<file path="src/rtl/syscall_pkg.sv">
// Shared constants, state encoding and BCD helpers
// for the SYSCALL service unit.
package syscall_pkg;

   localparam logic [31:0] SVC_PRINT_INT  = 32'd1;
   localparam logic [31:0] SVC_EXIT       = 32'd10;
   localparam logic [31:0] SVC_PRINT_CHAR = 32'd11;

   localparam logic [7:0] ASCII_ZERO  = 8'h30;
   localparam logic [7:0] ASCII_MINUS = 8'h2D;

   localparam int BCD_DIGITS = 10;

   typedef enum logic [2:0] {
      S_IDLE,
      S_CONV,
      S_EMIT,
      S_DONE,
      S_HALT
   } state_t;

   // One double-dabble step: correct digits >= 5, then shift in a bit.
   function automatic logic [39:0] dd_step(
      input logic [39:0] b,
      input logic        bit_in
   );
      logic [39:0] t;
      t = b;
      for (int i = 0; i < BCD_DIGITS; i++) begin
         if (t[4*i +: 4] >= 4'd5)
            t[4*i +: 4] = t[4*i +: 4] + 4'd3;
      end
      return {t[38:0], bit_in};
   endfunction

   function automatic logic [3:0] msd_index(
      input logic [39:0] b
   );
      logic [3:0] idx;
      idx = 4'd0;
      for (int i = 0; i < BCD_DIGITS; i++) begin
         if (b[4*i +: 4] != 4'd0)
            idx = 4'(i);
      end
      return idx;
   endfunction

endpackage

</file>
<file path="src/rtl/syscall_unit_if.sv">
// Byte-stream valid/ready link from the syscall
// unit to an output sink.
interface syscall_unit_if;

   logic [7:0] tx_data;
   logic       tx_valid;
   logic       tx_ready;

   modport master (
      output tx_data,
      output tx_valid,
      input  tx_ready
   );

   modport slave (
      input  tx_data,
      input  tx_valid,
      output tx_ready
   );

endinterface

</file>
<file path="src/rtl/syscall_unit_bin2bcd_seq.sv">
// Sequential 32-bit binary to 10-digit BCD converter,
// one double-dabble step per cycle, 32 steps total.
module bin2bcd_seq
   import syscall_pkg::*;
(
   input  logic        clk,
   input  logic        rst,
   input  logic        start,
   input  logic [31:0] value,
   output logic        busy,
   output logic [39:0] bcd
);

   logic [31:0] shreg;
   logic [4:0]  cnt;

   // The start edge performs step 1, so busy covers steps 2..32.
   always_ff @(posedge clk) begin
      if (rst) begin
         busy  <= 1'b0;
         bcd   <= '0;
         shreg <= '0;
         cnt   <= '0;
      end else if (start) begin
         bcd   <= dd_step(40'd0, value[31]);
         shreg <= value << 1;
         cnt   <= 5'd1;
         busy  <= 1'b1;
      end else if (busy) begin
         bcd   <= dd_step(bcd, shreg[31]);
         shreg <= shreg << 1;
         cnt   <= cnt + 5'd1;
         if (cnt == 5'd31)
            busy <= 1'b0;
      end
   end

endmodule

</file>
<file path="src/rtl/syscall_unit.sv">
// SYSCALL service unit: print char, print int,
// exit, and error on unknown service codes.
module syscall_unit
   import syscall_pkg::*;
(
   input  logic           clk,
   input  logic           rst,
   input  logic           syscall,
   input  logic [31:0]    v0,
   input  logic [31:0]    a0,
   output logic           stall,
   output logic           halt,
   output logic           err,
   syscall_unit_if.master tx
);

   state_t state, state_nxt;

   logic        dispatch;
   logic        svc_char;
   logic        svc_int;
   logic        svc_exit;
   logic        conv_start;
   logic        conv_busy;
   logic [39:0] bcd;
   logic [31:0] mag;

   logic        char_q;
   logic [7:0]  byte_q;
   logic        neg_pend;
   logic [3:0]  idx;
   logic        err_q;

   logic [3:0]  digit;
   logic [7:0]  cur_byte;
   logic        xfer;
   logic        last_byte;

   assign svc_char   = v0 == SVC_PRINT_CHAR;
   assign svc_int    = v0 == SVC_PRINT_INT;
   assign svc_exit   = v0 == SVC_EXIT;
   assign dispatch   = (state == S_IDLE) && syscall;
   assign conv_start = dispatch && svc_int;
   assign mag        = a0[31] ? 32'd0 - a0 : a0;

   bin2bcd_seq u_b2b (
      .clk   (clk),
      .rst   (rst),
      .start (conv_start),
      .value (mag),
      .busy  (conv_busy),
      .bcd   (bcd)
   );

   assign digit    = 4'(bcd >> {idx, 2'b00});
   assign cur_byte = char_q   ? byte_q :
                     neg_pend ? ASCII_MINUS :
                     ASCII_ZERO + {4'h0, digit};

   assign tx.tx_valid = state == S_EMIT;
   assign tx.tx_data  = tx.tx_valid ? cur_byte : 8'h00;

   assign xfer      = tx.tx_valid && tx.tx_ready;
   assign last_byte = char_q || (!neg_pend && idx == 4'd0);

   assign stall = (syscall && state != S_DONE) ||
                  state == S_HALT;
   assign halt  = state == S_HALT;
   assign err   = err_q;

   always_ff @(posedge clk) begin
      if (rst) state <= S_IDLE;
      else     state <= state_nxt;
   end

   always_comb begin
      state_nxt = state;
      unique case (state)
         S_IDLE: begin
            if (syscall) begin
               unique case (1'b1)
                  svc_char: state_nxt = S_EMIT;
                  svc_int:  state_nxt = S_CONV;
                  svc_exit: state_nxt = S_HALT;
                  default:  state_nxt = S_DONE;
               endcase
            end
         end
         S_CONV: if (!conv_busy) state_nxt = S_EMIT;
         S_EMIT: if (xfer && last_byte) state_nxt = S_DONE;
         S_DONE: state_nxt = S_IDLE;
         S_HALT: state_nxt = S_HALT;
         default: state_nxt = S_IDLE;
      endcase
   end

   // Byte sequencing: optional sign, then digits from the MSD down.
   always_ff @(posedge clk) begin
      if (rst) begin
         char_q   <= 1'b0;
         byte_q   <= '0;
         neg_pend <= 1'b0;
         idx      <= '0;
         err_q    <= 1'b0;
      end else begin
         err_q <= dispatch &&
                  !(svc_char || svc_int || svc_exit);
         if (dispatch) begin
            char_q   <= svc_char;
            byte_q   <= a0[7:0];
            neg_pend <= svc_int && a0[31];
            idx      <= '0;
         end
         if (state == S_CONV && !conv_busy)
            idx <= msd_index(bcd);
         if (xfer && !char_q) begin
            if (neg_pend)
               neg_pend <= 1'b0;
            else if (idx != 4'd0)
               idx <= idx - 4'd1;
         end
      end
   end

endmodule

</file>
<file path="src/flat_wrapper.sv">
// flat-port wrapper written by rule: the top's interface ports become plain ports
module syscall_unit_flat import syscall_pkg::*;
  (clk, rst, syscall, v0, a0, stall, halt, err, tx_tx_data, tx_tx_valid, tx_tx_ready);
  syscall_unit_if tx_i ();
  input  logic clk;
  input  logic rst;
  input  logic syscall;
  input  logic [31:0] v0;
  input  logic [31:0] a0;
  output logic stall;
  output logic halt;
  output logic err;
  output wire logic [$bits(tx_i.tx_data)-1:0] tx_tx_data;
  output wire logic [$bits(tx_i.tx_valid)-1:0] tx_tx_valid;
  input wire logic [$bits(tx_i.tx_ready)-1:0] tx_tx_ready;
  assign tx_tx_data = tx_i.tx_data;
  assign tx_tx_valid = tx_i.tx_valid;
  assign tx_i.tx_ready = tx_tx_ready;
  syscall_unit u_core (.clk(clk), .rst(rst), .syscall(syscall), .v0(v0), .a0(a0), .stall(stall), .halt(halt), .err(err), .tx(tx_i));
endmodule
</file>
<file path="config.mk">
export PLATFORM = sky130hd
export DESIGN_NAME = syscall_unit_flat
export DESIGN_NICKNAME = d
export VERILOG_FILES = /design/src/rtl/syscall_pkg.sv /design/src/rtl/syscall_unit_if.sv /design/src/rtl/syscall_unit_bin2bcd_seq.sv /design/src/rtl/syscall_unit.sv /design/src/flat_wrapper.sv
export SDC_FILE = /design/constraint.sdc
export NUM_CORES = 1
export LEC_CHECK = 0
export ABC_AREA = 1
export ABC_CLOCK_PERIOD_IN_PS = 3000
export CORE_ASPECT_RATIO = 2
export CORE_MARGIN = 5
export CORE_UTILIZATION = 40
export DETAILED_ROUTE_END_ITERATION = 8
export SLEW_MARGIN = 20
export SYNTH_ARGS = -nofsm -noshare
export SYNTH_HDL_FRONTEND = slang
export SYNTH_SLANG_ARGS = --single-unit
export TNS_END_PERCENT = 5
</file>
<file path="constraint.sdc">
create_clock -name clk -period 3 [get_ports clk]
set_clock_uncertainty 0.15 [all_clocks]
set_input_delay 0.6 -clock clk [delete_from_list [all_inputs] [get_ports clk]]
set_output_delay 0.6 -clock clk [all_outputs]
set_load 0.005 [all_outputs]
</file>
==> flow_summary.json, run 1 <==
{
  "finalCritPeriodShare": 0.951,
  "h-tree-depth": 3,
  "top_usage_layer": "met2",
  "drc": 0,
  "place_inst": 1278,
  "clkLatencyLatePin_ns": 0.35,
  "cts_made_buffers": 9,
  "post_dp_cell_area_um2": 7370,
  "grt_max_degree": 79,
  "p_leak_uw": 0.00309,
  "cp_data_required_time_ns": 2.25,
  "vias_per_cell": 5.12,
  "clock.fmax_mhz": 351,
  "worst-setup-path-type": "register to output pin",
  "post-route-min-period_ns": 2.85,
  "netlist.area_leader.share": 0.299,
  "pin_count": 80,
  "synth_edf_count": 0,
  "drt_iter0_drc": 261,
  "cp.arrival_ns": 2.10,
  "hold_viol_final": 0,
  "yosysTopAreaCell": "dfxtp_1",
  "drt-wirelength-per-cell_um": 14.5,
  "track_usage": 0.203,
  "instances_no_fill": 1294,
  "yosysSeqAreaShare": 0.299,
  "grt_pass1_wl_mm": 30.7,
  "clockRootBuffer": "clkbuf_16",
  "max_cap_viol_count": 0,
  "drive_gt1_frac": 0.0494,
  "synth_ff_type": "dfxtp_1",
  "layout.nets": 1180,
  "worst-path-max-fanout": 14,
  "power.total_uw": 3040,
  "antenna_found_initial": 0,
  "cp-start-kind": "register",
  "setup_violations": 0,
  "routabilityCongestion": 0.954,
  "die-width_um": 99.1,
  "hpwl_mm": 14.7,
  "avgSynthCellArea_um2": 6.23,
  "yosys_register_bits": 95,
  "tns_ns": 0,
  "min_path_type": "register to register",
  "r2r_slack_ns": 0.86,
  "grtUsageMet1": 0.186,
  "netlist_area_um2": 6360,
  "cts_sinks": 95,
  "worstSetupEndpoint": "tx_tx_data[3]",
  "rsz0062_at_grt": "false",
  "antenna_left": 0,
  "yosysWarnings": 0,
  "final_util": 0.490,
  "synthCells": 1020,
  "antenna_cells": 0,
  "die_y_um": 188,
  "crit_path_end_kind": "output pin",
  "clk_pin_slew_ns": 0.07,
  "synthTopCellsByArea": "dfxtp_1 30%, nand2_1 17%, a21oi_1 8.0%",
  "tightest_slew_ns": 0.497,
  "vias": 6626,
  "grt-ovfl-total": 0,
  "met2_usage": 0.417,
  "rows": 65,
  "first_pass_iters": 5,
  "finalWirelength_mm": 18.8,
  "core_um2": 15700,
  "cts_tree": "yes",
  "rr_endpoint": "u_core.state[0]$_SDFFE_PP0P_",
  "io_buffers": 79,
  "fillers": 1647,
  "rr_worst_depth": 11,
  "slew_violations": 0,
  "peakVddDrop_mv": 0.226,
  "final_area_um2": 7700,
  "synth_cell_types": 37,
  "async_reset_ff_frac": 0,
  "use_met3": 0.0226,
  "hp-start": "u_core.u_b2b.shreg[22]$_SDFFE_PP0P_",
  "r2r-start": "u_core.idx[0]$_SDFF_PP0_",
  "area_growth_pct": 21.1,
  "clockBufferDepth": 2,
  "dieArea_um2": 18700,
  "p_per_area_nw_per_um2": 395,
  "status": "finished clean",
  "slew_headroom": 0.668,
  "synth_fp_nets": 1112,
  "first_global_vias": 6555,
  "setup.worst_path.start": "u_core.idx[0]$_SDFF_PP0_",
  "start_util": 0.405
}
## cell families after synthesis
family | count (synthesis) | synth area share
and+or+nand+nor | 496 | 0.321
DFF | 95 | 0.299
adders and majority gates | 24 | 0.0472
xor gates and xnor gates | 35 | 0.0482
AOI/OAI and AO/OA | 231 | 0.195
buffers and inverters | 139 | 0.0888
## final cells by class
| type | instances | area [um^2] | share of cell area |
|---|---|---|---|
| tap | 201 | 251 | 0.0327 |
| timing repair buffer | 97 | 952 | 0.124 |
| clock buffer | 12 | 267 | 0.0346 |
| multi-input combinational | 786 | 3900 | 0.507 |
| clock inverter | 4 | 52.6 | 0.00683 |
| sequential | 95 | 1900 | 0.247 |
| inverter | 99 | 372 | 0.0483 |
## sequential cells by signal, summed over array words and instances (netlist names), 3 cells and up
signal              cells
u_core.u_b2b.bcd       40
u_core.u_b2b.shreg     31
u_core.byte_q           8
u_core.u_b2b.cnt        5
u_core.idx              4
u_core.state            3
## report_power, final
| group | switching (uW) | leakage, uW | total [uW] | internal, uW |
|---|---|---|---|---|
| sequential | 29.1 | 0.000768 | 1320 | 1290 |
| combinational | 276 | 0.00217 | 495 | 219 |
| clock | 509 | 0.000159 | 1230 | 717 |
## metrics by stage
stage / setup WS [ns] / hold WS, ns
after floorplan: 0.989 / 0.289
after global placement: 0.157 / 0.298
after detailed placement: 0.163 / 0.305
after CTS: 0.0484 / 0.315
after global routing: 0.0207 / 0.333
final: 0.148 / 0.311
## synth_stat cells (6+ instances only)
cell type	count
o21ai_0	79
xor2_1	30
clkbuf_1	23
nand4_1	6
a31oi_1	15
nor2_1	110
inv_1	90
ha_1	24
a21oi_1	101
nand2_1	296
buf_2	10
nor3_1	7
o211ai_1	14
nand3_1	57
dfxtp_1	95
o21ai_1	11
## metal layers
layer / up-vias / share of wire / wire [um]
met5: - / 0 / 0
met4: 0 / 0.032 / 601
met3: 37 / 0.019 / 358
met2: 92 / 0.58 / 11000
met1: 3034 / 0.36 / 6840
li1: 3463 / - / -
## worst min path at each step
stage / to / slack [ns] / cells past startpoint
finish: u_core.u_b2b.shreg[22]$_SDFFE_PP0P_ / 0.31 / 2
global route: u_core.u_b2b.shreg[30]$_SDFFE_PP0P_ / 0.33 / 2
CTS: u_core.u_b2b.shreg[22]$_SDFFE_PP0P_ / 0.32 / 2
detailed placement: u_core.u_b2b.shreg[22]$_SDFFE_PP0P_ / 0.30 / 2
global placement: u_core.u_b2b.shreg[31]$_SDFFE_PP0P_ / 0.30 / 2
floorplan: u_core.u_b2b.shreg[4]$_SDFFE_PP0P_ / 0.29 / 2
## placed cells by master, fill, tap and decap left out, types with 2 or more instances in the layout
master           instances
nand2_1                295
clkbuf_8                 3
o211ai_1                14
clkbuf_16                9
nand3b_1                 5
buf_4                   16
nor3_1                   7
o21ai_1                 11
a211oi_1                 2
dfxtp_1                 94
nor2_1                 109
nand4_1                  6
buf_12                   2
xor2_1                  30
inv_2                    5
ha_1                    24
or2_2                    5
clkdlybuf4s50_1         77
a31oi_1                 15
and3_1                   2
inv_1                   90
clkinv_4                 2
nand3_1                 57
nor4_1                   2
a21oi_1                101
nand2_2                  2
nor2_2                   4
xnor2_1                  5
clkinv_1                 4
o21bai_1                 4
o21ai_0                 79
## what timing repair did
| action | in CTS | in global routing |
|---|---|---|
| resized for setup | 2 | 4 |
| hold buffers | 0 | 0 |
| pin swaps | 0 | 1 |
| endpoints found under the hold margin | 0 | 0 |
| buffers inserted | 0 | 0 |
| setup endpoints to repair | 2 | 2 |
## worst max-delay path, cell delays in order (launching register included)
cell and delay, ns:
dfxtp_1 0.31, inv_1 0.26, buf_4 0.24, o21ai_0 0.08, nand3_1 0.08, nand3_1 0.08, a31oi_1 0.17, clkdlybuf4s50_1 0.53
Power figures use the tool's default switching activity.
==> inputs of run 2 (changes only) <==
--- a/config.mk
+++ b/config.mk
@@ -14,5 +14,6 @@
 export SLEW_MARGIN = 20
 export SYNTH_ARGS = -nofsm -noshare
 export SYNTH_HDL_FRONTEND = slang
+export SYNTH_HIERARCHICAL = 1
 export SYNTH_SLANG_ARGS = --single-unit
 export TNS_END_PERCENT = 5
==> flow_summary.json, run 2 <==
{
  "layout.nets": 1226,
  "final_util": 0.486,
  "cts_hold_buf": 0,
  "crit_path_end_kind": "output pin",
  "vias_per_cell": 5.19,
  "worst-setup-path-type": "register to output pin",
  "synth_compound_area_frac": 0.162,
  "path_cells": "nor3_1, o211ai_1, a31oi_2, clkdlybuf4s50_1",
  "yosysTopAreaCell": "dfxtp_1",
  "top_regs": "u_core/u_b2b/bcd: 40 flops, u_core/u_b2b/shreg: 31 flops, u_core/byte_q: 8 flops",
  "synth_cell_types": 43,
  "h-tree-depth": 3,
  "synthCells": 1062,
  "clock.fmax_mhz": 346,
  "synth_ff_type": "dfxtp_1",
  "drt-wirelength-per-cell_um": 14.4,
  "pin_count": 80,
  "yosysSeqAreaShare": 0.277,
  "swShare": 0.280,
  "avgSynthCellArea_um2": 6.46,
  "cp_data_required_time_ns": 2.25,
  "max_stage_delay_ns": 0.52,
  "synth_fp_nets": 1154,
  "io_buffers": 79,
  "largest_register_ffs": 40,
  "rsz0062_at_grt": "false",
  "p_leak_uw": 0.00344,
  "grt-ovfl-total": 0,
  "cts_sinks": 95,
  "hpwl_mm": 15.0,
  "area_growth_pct": 19.3,
  "setup_violations": 0,
  "die_y_um": 195,
  "drt_iter0_drc": 262,
  "start_util": 0.407,
  "p_per_area_nw_per_um2": 372,
  "drive_gt1_frac": 0.0992,
  "worst-path-max-fanout": 7,
  "grt_max_degree": 39,
  "max_cap_viol_count": 0,
  "first_global_vias": 6869,
  "cts_tree": "yes",
  "tns_ns": 0,
  "yosys_register_bits": 95,
  "grt_pass1_wl_mm": 32.1,
  "yosys.area_share.simple": 0.351,
  "netlist_area_um2": 6860,
  "regMostFlops": "u_core/u_b2b/bcd",
  "first_pass_iters": 4,
  "slew_violations": 0,
  "routabilityCongestion": 0.894,
  "rows": 67,
  "post_dp_cell_area_um2": 7840,
  "drc": 0,
  "final_area_um2": 8190,
  "tightest_slew_ns": 0.765,
  "clk_pin_slew_ns": 0.07,
  "p_int_uw": 2190,
  "antenna_left": 0,
  "slowest_stage": "clkdlybuf4s50_1",
  "slew_headroom": 0.490,
  "clockBufferDepth": 2,
  "track_usage": 0.200,
  "clockRootBuffer": "clkbuf_16",
  "synth_xor_area_frac": 0.0383,
  "antenna_found_initial": 0,
  "synthAdderAreaFrac": 0.0437,
  "dieArea_um2": 20000,
  "synth_edf_count": 0,
  "hold_viol_final": 0,
  "netlist_top_cells_count": "246 x nand2_1, 139 x inv_1, 131 x nor2_1",
  "die-width_um": 103,
  "synth_top_family_by_area": "simple AND/OR/NAND/NOR gates",
  "p_clk_frac": 0.397,
  "async_reset_ff_frac": 0,
  "finalWirelength_mm": 19.4,
  "peakVddDrop_mv": 0.301,
  "vias": 6992,
  "yosysWarnings": 6,
  "finalCritPeriodShare": 0.964,
  "min_path_type": "register to register",
  "post-synth-top-count-cell": "nand2_1",
  "cp-start-kind": "register",
  "p_sw_uw": 851,
  "status": "finished clean",
  "seqPwrFrac": 0.430,
  "synthTopCellsByArea": "dfxtp_1 28%, nand2_1 13%, inv_1 7.6%",
  "comb_power_share": 0.173,
  "clkLatencyLatePin_ns": 0.35,
  "cp.arrival_ns": 2.14,
  "netlist.area_leader.share": 0.277,
  "synth.area.mux_share": 0,
  "post-route-min-period_ns": 2.89,
  "cts_made_buffers": 9,
  "core_um2": 16800,
  "antenna_cells": 0,
  "layout_common_cells": "246 x nand2_1, 138 x inv_1, 130 x nor2_1",
  "layout_commonest_cell": "nand2_1"
}
==> run 2: changes by cell type in the layout (fill, tap and decap cells not counted), sizes merged, moves of 5 or more <==
cell and change:
buf +5, nand3 +18, xor2 -6, o21ai -39, a21oi -29, nand2 -45
nor3 +44, nor2 +29, o221ai +30, clkinv -5, a31oi -11, nand3b -5
inv +66
==> run 2: final timing paths <==
| check | start | end | slack, ns | cells after the start |
|---|---|---|---|---|
| worst min register to register | u_core/byte_q[5]$_SDFFE_PP0P_ | u_core/byte_q[5]$_SDFFE_PP0P_ | 0.31 | 2 |
| worst min-delay path | u_core/byte_q[5]$_SDFFE_PP0P_ | u_core/byte_q[5]$_SDFFE_PP0P_ | 0.31 | 2 |
| worst max-delay path | u_core/idx[2]$_SDFF_PP0_ | tx_tx_data[0] | 0.11 | 4 |
| worst max register to register | u_core/u_b2b/busy$_SDFF_PP0_ | u_core/u_b2b/bcd[13]$_SDFFE_PP0P_ | 0.99 | 6 |
==> run 2: metrics by stage <==
stage | cells | setup WS, ns | hold slack, ns | power (uW)
after global routing | 1346 | 0.00783 | 0.352 | 3180
after global placement | 1327 | 0.220 | 0.291 | 1860
after detailed placement | 1327 | 0.206 | 0.298 | 1860
after floorplan | 1062 | 0.877 | 0.281 | 1630
final | 1346 | 0.108 | 0.306 | 3040
after CTS | 1346 | 0.0519 | 0.309 | 3080
==> run 2: worst max-delay path: cells and delay by family, from the launching register on <==
kind | cells | cell delay, ns
AND/OR/NAND/NOR | 1 | 0.44
flip-flops | 1 | 0.39
buffers and inverters | 1 | 0.52
AO/OA/AOI/OAI | 2 | 0.45
==> run 2: timing repair <==
item                       4_1_cts  5_1_grt
pin swaps                        0        2
setup endpoints to repair        3        3
buffers inserted                 3        0
gates resized for setup          4        4
==> run 2: kinds of logic (layout without fill, tap and decap cells) <==
logic type                 Yosys count  in the layout
AOI/OAI and AO/OA                  175            175
xor gates and xnor gates            30             30
adders and majority gates           24             24
buffers and inverters              201            278
DFF                                 95             95
and+or+nand+nor                    537            537
==> run 2: layout make-up <==
type                       instances  area, um^2
clock inverter                     5        63.8
multi-input combinational        766        4090
tap                              207         259
timing repair buffer             102        1020
clock buffer                      11         243
inverter                         160         608
sequential                        95        1910
fill                            1768        8660
==> run 2: power by group through the flow <==
| stage | Combinational, uW | Sequential, uW | Clock [uW] |
|---|---|---|---|
| 2_1_floorplan | 295 | 1330 | 0 |
| 3_3_place_gp | 524 | 1340 | 0 |
| 3_5_place_dp | 522 | 1340 | 0 |
| 4_1_cts | 529 | 1310 | 1240 |
| 5_1_grt | 580 | 1310 | 1290 |
| 6_report | 527 | 1310 | 1210 |
==> run 2: routing by layer <==
metal	wire (um)	vias to the layer above	global-route usage
met2	10900	119	0.378
li1	-	3587	-
met1	7250	3244	0.206
met4	644	0	0.0929
met5	0	-	0
met3	574	42	0.0296
